<file path="src/rtl/if_stage_pkg.sv">
// Shared definitions for the instruction-fetch stage of the RV32 pipeline.
package if_stage_pkg;

  localparam int unsigned XLEN = 32;

  // addi x0,x0,0 : the canonical bubble placed in IF/ID
  localparam logic [XLEN-1:0] NOP_INST = 32'h0000_0013;

  // FETCH: request outstanding; HOLD: word buffered while ID stalls;
  // DROP: waiting out a request made stale by a redirect
  typedef enum logic [1:0] {
    FETCH = 2'd0,
    HOLD  = 2'd1,
    DROP  = 2'd2
  } if_state_t;

  typedef struct packed {
    logic [XLEN-1:0] pc;
    logic [XLEN-1:0] inst;
    logic            valid;
  } if_id_t;

  // Instructions are word aligned, so the low two address bits are forced to zero.
  function automatic logic [XLEN-1:0] align_pc(input logic [XLEN-1:0] addr);
    return addr & ~32'h0000_0003;
  endfunction

endpackage

</file>
<file path="src/rtl/if_stage_skid_buf.sv">
// One-entry {pc,inst} holding register used when a fetch completes while ID stalls.
module if_stage_skid_buf
  import if_stage_pkg::*;
(
  input  logic            clk,
  input  logic            rst,
  input  logic            i_load,
  input  logic            i_clear,
  input  logic [XLEN-1:0] i_pc,
  input  logic [XLEN-1:0] i_inst,
  output logic [XLEN-1:0] o_pc,
  output logic [XLEN-1:0] o_inst,
  output logic            o_valid
);

  logic [XLEN-1:0] r_pc;
  logic [XLEN-1:0] r_inst;
  logic            r_valid;

  // Capture on load; clear only drops the valid flag (load wins if both are seen).
  always_ff @(posedge clk or posedge rst) begin
    if (rst) begin
      r_pc    <= 32'h0000_0000;
      r_inst  <= 32'h0000_0000;
      r_valid <= 1'b0;
    end else if (i_load) begin
      r_pc    <= i_pc;
      r_inst  <= i_inst;
      r_valid <= 1'b1;
    end else if (i_clear) begin
      r_valid <= 1'b0;
    end
  end

  assign o_pc    = r_pc;
  assign o_inst  = r_inst;
  assign o_valid = r_valid;

endmodule

</file>
<file path="src/rtl/if_stage.sv">
// Instruction-fetch stage: owns the PC, runs the imem handshake and the IF/ID register.
module if_stage
  import if_stage_pkg::*;
#(
  parameter logic [XLEN-1:0] RESET_PC = 32'h0000_0000,
  parameter logic [XLEN-1:0] NOP_INST = if_stage_pkg::NOP_INST
) (
  input  logic            clk,
  input  logic            rst,
  input  logic            stall,
  input  logic            redirect,
  input  logic [XLEN-1:0] redirect_pc,
  output logic            imem_req,
  output logic [XLEN-1:0] imem_addr,
  input  logic            imem_ack,
  input  logic [XLEN-1:0] imem_rdata,
  output logic [XLEN-1:0] if_id_pc,
  output logic [XLEN-1:0] if_id_inst,
  output logic            if_id_valid
);

  if_state_t       r_state;
  if_state_t       w_state_nxt;
  logic [XLEN-1:0] r_pc;
  logic [XLEN-1:0] w_pc_nxt;
  logic [XLEN-1:0] r_target;
  logic [XLEN-1:0] w_target_nxt;
  if_id_t          r_if_id;
  if_id_t          w_if_id_nxt;

  logic            w_req;
  logic            w_ack;
  logic            w_buf_load;
  logic            w_buf_clear;
  logic [XLEN-1:0] w_buf_pc;
  logic [XLEN-1:0] w_buf_inst;
  logic            w_buf_valid;

  if_stage_skid_buf u_skid (
    .clk     (clk),
    .rst     (rst),
    .i_load  (w_buf_load),
    .i_clear (w_buf_clear),
    .i_pc    (r_pc),
    .i_inst  (imem_rdata),
    .o_pc    (w_buf_pc),
    .o_inst  (w_buf_inst),
    .o_valid (w_buf_valid)
  );

  // Request is live in FETCH and DROP; HOLD and reset never request.
  always_comb begin
    w_req = 1'b0;
    if (rst) begin
      w_req = 1'b0;
    end else begin
      case (r_state)
        FETCH:   w_req = 1'b1;
        DROP:    w_req = 1'b1;
        HOLD:    w_req = 1'b0;
        default: w_req = 1'b0;
      endcase
    end
  end

  // An ack is only meaningful while a request is outstanding.
  assign w_ack     = imem_ack & w_req;
  assign imem_req  = w_req;
  assign imem_addr = r_pc;

  // Next-state logic; priority is redirect > stall > normal flow.
  always_comb begin
    w_state_nxt  = r_state;
    w_pc_nxt     = r_pc;
    w_target_nxt = r_target;
    w_if_id_nxt  = r_if_id;
    w_buf_load   = 1'b0;
    w_buf_clear  = 1'b0;
    case (r_state)
      FETCH: begin
        if (redirect) begin
          w_if_id_nxt.valid = 1'b0;
          w_if_id_nxt.inst  = NOP_INST;
          if (w_ack) begin
            w_pc_nxt = align_pc(redirect_pc);
          end else begin
            w_target_nxt = align_pc(redirect_pc);
            w_state_nxt  = DROP;
          end
        end else if (w_ack) begin
          w_pc_nxt = r_pc + 32'h0000_0004;
          if (stall) begin
            w_buf_load  = 1'b1;
            w_state_nxt = HOLD;
          end else begin
            w_if_id_nxt.pc    = r_pc;
            w_if_id_nxt.inst  = imem_rdata;
            w_if_id_nxt.valid = 1'b1;
          end
        end else if (!stall) begin
          w_if_id_nxt.valid = 1'b0;
          w_if_id_nxt.inst  = NOP_INST;
        end else begin
          w_if_id_nxt = r_if_id;
        end
      end
      HOLD: begin
        if (redirect) begin
          w_buf_clear       = 1'b1;
          w_pc_nxt          = align_pc(redirect_pc);
          w_state_nxt       = FETCH;
          w_if_id_nxt.valid = 1'b0;
          w_if_id_nxt.inst  = NOP_INST;
        end else if (!stall) begin
          // r_pc already points past the buffered word, so no refetch happens
          w_buf_clear       = 1'b1;
          w_if_id_nxt.pc    = w_buf_pc;
          w_if_id_nxt.inst  = w_buf_inst;
          w_if_id_nxt.valid = w_buf_valid;
          w_state_nxt       = FETCH;
        end else begin
          w_state_nxt = HOLD;
        end
      end
      DROP: begin
        // stall is irrelevant here: nothing real is in flight
        w_if_id_nxt.valid = 1'b0;
        w_if_id_nxt.inst  = NOP_INST;
        if (redirect) begin
          if (w_ack) begin
            w_pc_nxt    = align_pc(redirect_pc);
            w_state_nxt = FETCH;
          end else begin
            w_target_nxt = align_pc(redirect_pc);
          end
        end else if (w_ack) begin
          w_pc_nxt    = r_target;
          w_state_nxt = FETCH;
        end else begin
          w_state_nxt = DROP;
        end
      end
      default: begin
        w_state_nxt       = FETCH;
        w_if_id_nxt.valid = 1'b0;
        w_if_id_nxt.inst  = NOP_INST;
      end
    endcase
  end

  // State, PC, redirect target and IF/ID registers.
  always_ff @(posedge clk or posedge rst) begin
    if (rst) begin
      r_state       <= FETCH;
      r_pc          <= RESET_PC;
      r_target      <= RESET_PC;
      r_if_id.pc    <= 32'h0000_0000;
      r_if_id.inst  <= NOP_INST;
      r_if_id.valid <= 1'b0;
    end else begin
      r_state  <= w_state_nxt;
      r_pc     <= w_pc_nxt;
      r_target <= w_target_nxt;
      r_if_id  <= w_if_id_nxt;
    end
  end

  assign if_id_pc    = r_if_id.pc;
  assign if_id_inst  = r_if_id.inst;
  assign if_id_valid = r_if_id.valid;

endmodule

</file>
<file path="config.mk">
export PLATFORM = sky130hd
export DESIGN_NAME = if_stage
export DESIGN_NICKNAME = d
export VERILOG_FILES = /design/src/rtl/if_stage_pkg.sv /design/src/rtl/if_stage_skid_buf.sv /design/src/rtl/if_stage.sv
export SDC_FILE = /design/constraint.sdc
export NUM_CORES = 1
export LEC_CHECK = 0
export ABC_AREA = 1
export CAP_MARGIN = 40
export CORE_MARGIN = 5
export CORE_UTILIZATION = 49
export DETAILED_ROUTE_END_ITERATION = 7
export GPL_TIMING_DRIVEN = 1
export PLACE_DENSITY = 0.77
export SYNTH_ARGS = -nofsm -noshare
export SYNTH_HDL_FRONTEND = slang
export SYNTH_SLANG_ARGS = --single-unit
</file>
<file path="constraint.sdc">
create_clock -name clk -period 6.1 [get_ports clk]
set_input_delay 0.61 -clock clk [delete_from_list [all_inputs] [get_ports clk]]
set_output_delay 0.61 -clock clk [all_outputs]
set_load 0.05 [all_outputs]
</file>
Word level (Yosys, flattened, before mapping):

Index checks and enable logic that the tools add are counted.

* add/sub/neg operators: 1
* equal/unequal tests: 15
* mux-type cells: 38
* bitwise gates (word level): 2
* reductions and logical operators: 10

Operators by type and width (count)
* 32-bit 2-to-1 mux: 8
* 65-bit 2-to-1 mux: 3
* 33-bit 2-to-1 mux: 3
* 32-bit one-hot mux with 3 select lines: 1
* 33-bit one-hot mux with 2 select lines: 1
* 32-bit one-hot mux with 2 select lines: 1
* 32-bit by 3-bit adder with 32-bit output, second input constant: 1
* 3-bit inequality test, second input constant: 7
* 2-bit 2-to-1 mux: 7
* 1-bit 2-to-1 mux: 13
* 2-bit inequality test, second input constant: 6
* 4-bit AND reduction: 2
* 2-bit one-hot mux with 3 select lines: 1
* 6-bit AND reduction: 1
* 2-bit nonzero test: 2
* 3-bit AND reduction: 1
* 3-bit nonzero test: 1
* 2-bit by 1-bit == test with 1-bit output, second input constant: 1
* 2-bit == test, second input constant: 1
* 2-bit logical NOT: 1
* 2-bit AND reduction: 1
* 2-bit OR reduction: 1
* 1-bit AND: 1
* 1-bit NOT: 1

* register bits: 194
* bits of input ports: 69
* output and inout bits: 98
* logic and storage cells: 75

Longest topological paths before layout:

* word-level depth: 9
* gate-level depth with buffers: 15

By module:

A second synthesis with hierarchy kept.

* cell total of the unflattened synthesis: 1428
* area, all modules: 10631.4 um^2

Modules (own cells, without submodules)
* if_stage: times used 1, cells each 1152, area each 8110.3 um^2, seq. area each 3231.8 um^2
* if_stage_skid_buf: times used 1, cells each 276, area each 2521.2 um^2, seq. area each 1626.6 um^2

Worst setup path after synthesis:

Ideal clock, no wire load.

* path kind: reg-to-reg
* from: register r_state[0]
* to: register r_if_id (netlist bit if_id_pc[16])
* setup time: 0.124 ns
* arrival: 2.042 ns
* slack: 3.934 ns
* cell stages (with the launch flop): 12
* period minus slack after synthesis: 2.166 ns
* cell sequence: dfrtp_1 > inv_1 > ha_1 > buf_4 > nor2_2 > nor2_4 > nand2_4 > nand2_2 > nand2_2 > nor3_4 > buf_4 > a21oi_2

* cells in the longest elaborated chain, start to end: 7
* elaborated cells between the ends (all ways): 15
* those cells by class: 7 x eq/ne; 3 x mux; 1 x bitwise; 4 x reduce/logical

RTL lines
* start: declaration: RTL line if_stage.sv:22 `if_state_t r_state;`
* start signal: assignment: RTL line if_stage.sv:161 `r_state <= w_state_nxt;`
* 2-bit == test or 2-bit logical NOT (tied branches): RTL line if_stage.sv:57 `case (r_state)`
* 2-bit OR reduction (no line) *
* 1-bit 2-to-1 mux *: RTL line if_stage.sv:57
* 1-bit 2-to-1 mux *: RTL line if_stage.sv:54 `if (rst) begin`
* via imem_req: RTL line if_stage.sv:13 `output logic imem_req,`
* 1-bit AND *: RTL line if_stage.sv:67 `assign w_ack = imem_ack & w_req;`
* 2-bit inequality test (no line) *
* 6-bit AND reduction (no line) *
* end signal: assignment: RTL line if_stage.sv:164 `r_if_id <= w_if_id_nxt;`
* end: declaration: RTL line if_stage.sv:28 `if_id_t r_if_id;`

The timed path passes the listed nets; every way through them passes the cells marked *.
A chain may end at the register's enable or synchronous reset.

Final worst setup path:

* from: register r_state[0]
* to: register r_pc[2] (netlist: imem_addr[2])

* cells in the longest elaborated chain, start to end: 8
* elaborated cells between the ends (all ways): 16
* those cells by class: 5 x eq/ne; 6 x mux; 1 x bitwise; 4 x reduce/logical

RTL lines
* 2-bit == test or 2-bit logical NOT (tied branches): RTL line if_stage.sv:57, if_stage.sv:79
* 2-bit OR reduction (no line)
* 1-bit 2-to-1 mux: RTL line if_stage.sv:57
* 1-bit 2-to-1 mux: RTL line if_stage.sv:54
* 1-bit AND: RTL line if_stage.sv:67
* 32-bit 2-to-1 mux
* 32-bit 2-to-1 mux, on equally long branches
* 32-bit one-hot mux with 3 select lines: RTL line if_stage.sv:79 `case (r_state)`
* end signal: assignment: RTL line if_stage.sv:162 `r_pc <= w_pc_nxt;`
* end: declaration: RTL line if_stage.sv:24 `logic [XLEN-1:0] r_pc;`

Several ways; a longest one is shown, not always the timed one.

==> reports/results.txt <==
The share of total power dissipated in combinational logic is 51.8%. The logs give 0 for the final-report hold violation count and 110 for the largest net degree at the start of global routing. In this run, the clock network consumes 15.9% of the power.

The tools report the normalized max-slew margin as 43.9%. When the netlist entered floorplanning its net count stood at 1464. The congestion estimate from routability-driven global placement came to 0.951. The floorplan has 53 rows.

The type of element launching the critical path is a flip-flop. The tools report the placed standard-cell area as 0.0120 mm2. During placement, the flow inserted port buffers numbering 164. For this design the total switching power over the nets is 3.41 mW. In this run the worst path has a maximum fanout of 76.

Once the floorplan was initialized, standard cells occupied 49.3% of the core. For the pin with the worst max-slew slack, the measured transition is 840 ps. The critical setup path kind is reg -> reg. The detail-routed via count per cell is 5.41, and the clock tree buffer depth is 2.

In the finished design, the share of the clock period the worst path needs comes to 62.9%. In this run the critical register-to-register path is launched from r_state[0]. The tools report the number of antenna violations at the first check in global routing as 0. The x dimension of the die is 155 um, and the total inserted antenna cells is 0.

Data on the critical path arrives at its endpoint at 4200 ps. The tree built by TritonCTS fans out to 194 sinks. The logs give 0 for the number of instances resized during post-cts repair and 0.261 GHz for the maximum clock rate. The tools report the count of filler cells inserted in the layout as 1895. The mapped netlist covers 0.0103 mm2. After the first detailed-routing iteration, the DRC count stood at 841.

The clock reaches the later pin of the worst-skew pair after 430 ps. The y dimension of the die was 155 um. The run gives 4 as the number of levels the H-tree was split into.

The synthesized area divided by synthesized cell count is 7.39 um2, and the remaining design rule violation count is 0. The shortest period the worst path allows works out to 3840 ps. The share of the synthesized area in the top cell type is 46.5%, and the sum of routed wire length over all layers is 28.2 mm. The fraction of the yosys area taken by sequential cells was 47.3%; the ratio of cells with drive above 1 in the final layout was 6.11%. The worst clock skew was 12.0 ps.

The most critical setup path has its startpoint at r_state[0]. Synthesis inferred 194 register bits. The detailed router placed 9722 vias in this run. Across the VDD grid, the largest voltage drop is 0.334 mV. The worst register-to-register path has a depth of 13.

For this run, the post-layout net count is 1582. CTS placed an instance of clkbuf_16 at the clock tree root. The commonest register cell after synthesis was dfrtp_1. During I/O placement, the number of pins put on the boundary was 167.

Power spread over the standard cell area amounts to 554 mW/mm2. The critical path capture point is imem_addr[2]. The logs give 6 for the length of the first detailed-routing pass in iterations and 0 for the number of max-slew violations in the final report.

Yosys mapped a number of flops with a built-in enable equal to 0. Total power for the finished layout comes to 7.00 mW. The tools report the leakage power as 5.90 nW.

Counting distinct cell types in the post-synthesis netlist gives 34. From synthesis to final layout, the design area changed by 22.9%. Share of total power in sequential cells: 32.3%. Element type at the critical path end: a flip-flop. In the synthesized netlist the async set-or-reset flop fraction comes to 100%. For the summed negative setup slack over all endpoints, the log shows 0 ps.

The number of antenna-violating nets in the routed design came out at 0. Yosys attributes the largest share of cell area to dfrtp_1, nand2_1, o21ai_0, inv_1, nand3_1. The sum of net half-perimeters after detailed placement was 19.0 mm. STA puts the critical path data required time at 6460 ps. Global routing consumed, over all layers together, 23.5% of the routing resources. The biggest area contributor in the post-synthesis netlist is dfrtp_1.

Setup repair after global routing left no endpoint under its margin. The setup check on the worst reg-to-reg path leaves a slack of 2260 ps. The switching part of the total power came out at 48.7%.

The total number of yosys warnings was 0; the overall die area was 0.0240 mm2. Buffers added to address setup during post-CTS repair amount to 0. TritonCTS built the clock tree. The first global-routing pass estimated 46.1 mm of wire.

The run finished with clean final reports. The run gives 17 as the CTS buffer count. The per-cell routed wire length came out at 15.7 um.

The standard cell core area came out at 0.0208 mm2. Counting every instance in the synthesized netlist gives 1390. The logs give 0 for the number of maximum-capacitance constraint violations and 3.59 mW for the total internal power. Total of endpoints with negative setup slack in the final report: 0. After routing the design area is 0.0126 mm2.

For the cts-stage hold buffer count, the log shows 0. The worst min-delay path category was reg -> reg. The via count of the first global-routing pass was 8912. The total global routing overflow was 0. The tools report the endpoint of the worst-slack reg-to-reg timing path as imem_addr[2]. After clock tree synthesis, the clock-pin slew on the worst setup and hold paths is 70 ps.
power by group through the flow:
stage | Combinational, mW | Clock, mW | Sequential, mW
floorplan | 1.71 | 0 | 3.05
global placement | 3.51 | 0 | 2.25
detailed placement | 3.61 | 0 | 2.27
CTS | 3.63 | 1.13 | 2.25
global route | 3.97 | 1.19 | 2.34
finish | 3.63 | 1.11 | 2.26
metal layers:
metal,global-route usage [%],part of all wire [%],up-vias
met1,34.2,45,4507
met4,7.74,2.4,0
met5,0,0,-
met2,36.0,45,419
li1,-,-,4744
met3,4.03,7.9,52
stage by stage:
step | setup slack, ps | instances | utilization, % | hold slack (ps)
2_1_floorplan | 211 | 1390 | - | 448
3_3_place_gp | 2220 | 1761 | 57.6 | 461
3_5_place_dp | 2380 | 1764 | 57.8 | 467
4_1_cts | 2340 | 1796 | 60.6 | 484
5_1_grt | 1960 | 1796 | 60.6 | 503
6_report | 2260 | 1796 | 60.6 | 481
synth_stat cells, types with 2 or more instances:
master    number
inv_1        128
buf_2         22
nand2_2        2
dfrtp_1      191
nand4_1       15
o22a_1         2
nor2_2         2
o21ai_0      236
buf_4          6
buf_1          6
nor2_1        97
o21a_1         3
a21oi_1       75
nand3_1       83
o211ai_1       3
ha_1           5
clkbuf_1      42
buf_6          5
a21oi_2       28
dfstp_2        3
nand2_1      416
a21boi_0       3
a31oi_1        6
area by class of cell:
type                            count  area (um2)  area share [%]
Sequential cell                   194        4860            38.5
Inverter                          129         492            3.89
Tap cell                          275         344            2.72
Clock buffer                       18         439            3.48
Multi-Input combinational cell    986        4550            36.1
Clock inverter                     14         144            1.14
Timing Repair Buffer              180        1800            14.2
sequential cells by signal (all words and copies together) (netlist names):
register	count
if_id_inst	32
if_id_pc	32
imem_addr	32
u_skid.o_inst	32
u_skid.o_pc	32
r_target	30
r_state	2
if_id_valid	1
u_skid.o_valid	1
critical path: stages, from the launching register on:
cell and delay, ps:
dfrtp_1 410, inv_1 110, ha_1 500, nor2_2 360, nor2_4 70, nand2_4 70
buf_4 620, nand3_1 210, nand2_1 120, buf_4 390, inv_1 470, nand2_1 170
o21ai_0 100, a21oi_1 140
worst min-delay path by stage:
stage / cells past startpoint / end / startpoint
after floorplan: 2 / u_skid.o_pc[31] / u_skid.o_pc[31]
after global placement: 2 / u_skid.o_pc[31] / u_skid.o_pc[31]
after detailed placement: 2 / if_id_inst[18] / if_id_inst[18]
after CTS: 2 / u_skid.o_pc[17] / u_skid.o_pc[17]
after global routing: 2 / u_skid.o_pc[16] / u_skid.o_pc[16]
final: 2 / u_skid.o_pc[13] / u_skid.o_pc[13]
placed cells by master, fill, tap and decap left out, types with 6 or more instances in the layout:
master | Yosys | routed
dfrtp_1 | 191 | 191
o21ai_0 | 236 | 236
nand3_1 | 83 | 82
buf_4 | 6 | 13
a21oi_1 | 75 | 75
a21oi_2 | 28 | 28
nand2_1 | 416 | 416
clkbuf_16 | 0 | 17
nand4_1 | 15 | 15
clkdlybuf4s50_1 | 0 | 164
a31oi_1 | 6 | 6
inv_1 | 128 | 126
nor2_1 | 97 | 96
cells by family (layout without fill, tap and decap cells):
kind of cell / Yosys count / count (layout) / share of synthesized area [%]
adders and majority gates: 5 / 5 / 0.609
buffers and inverters: 210 / 341 / 8.53
AOI/OAI and AO/OA: 360 / 360 / 19.0
DFF: 194 / 194 / 47.3
and+or+nand+nor: 621 / 621 / 24.5
Power figures use the tool's default switching activity.
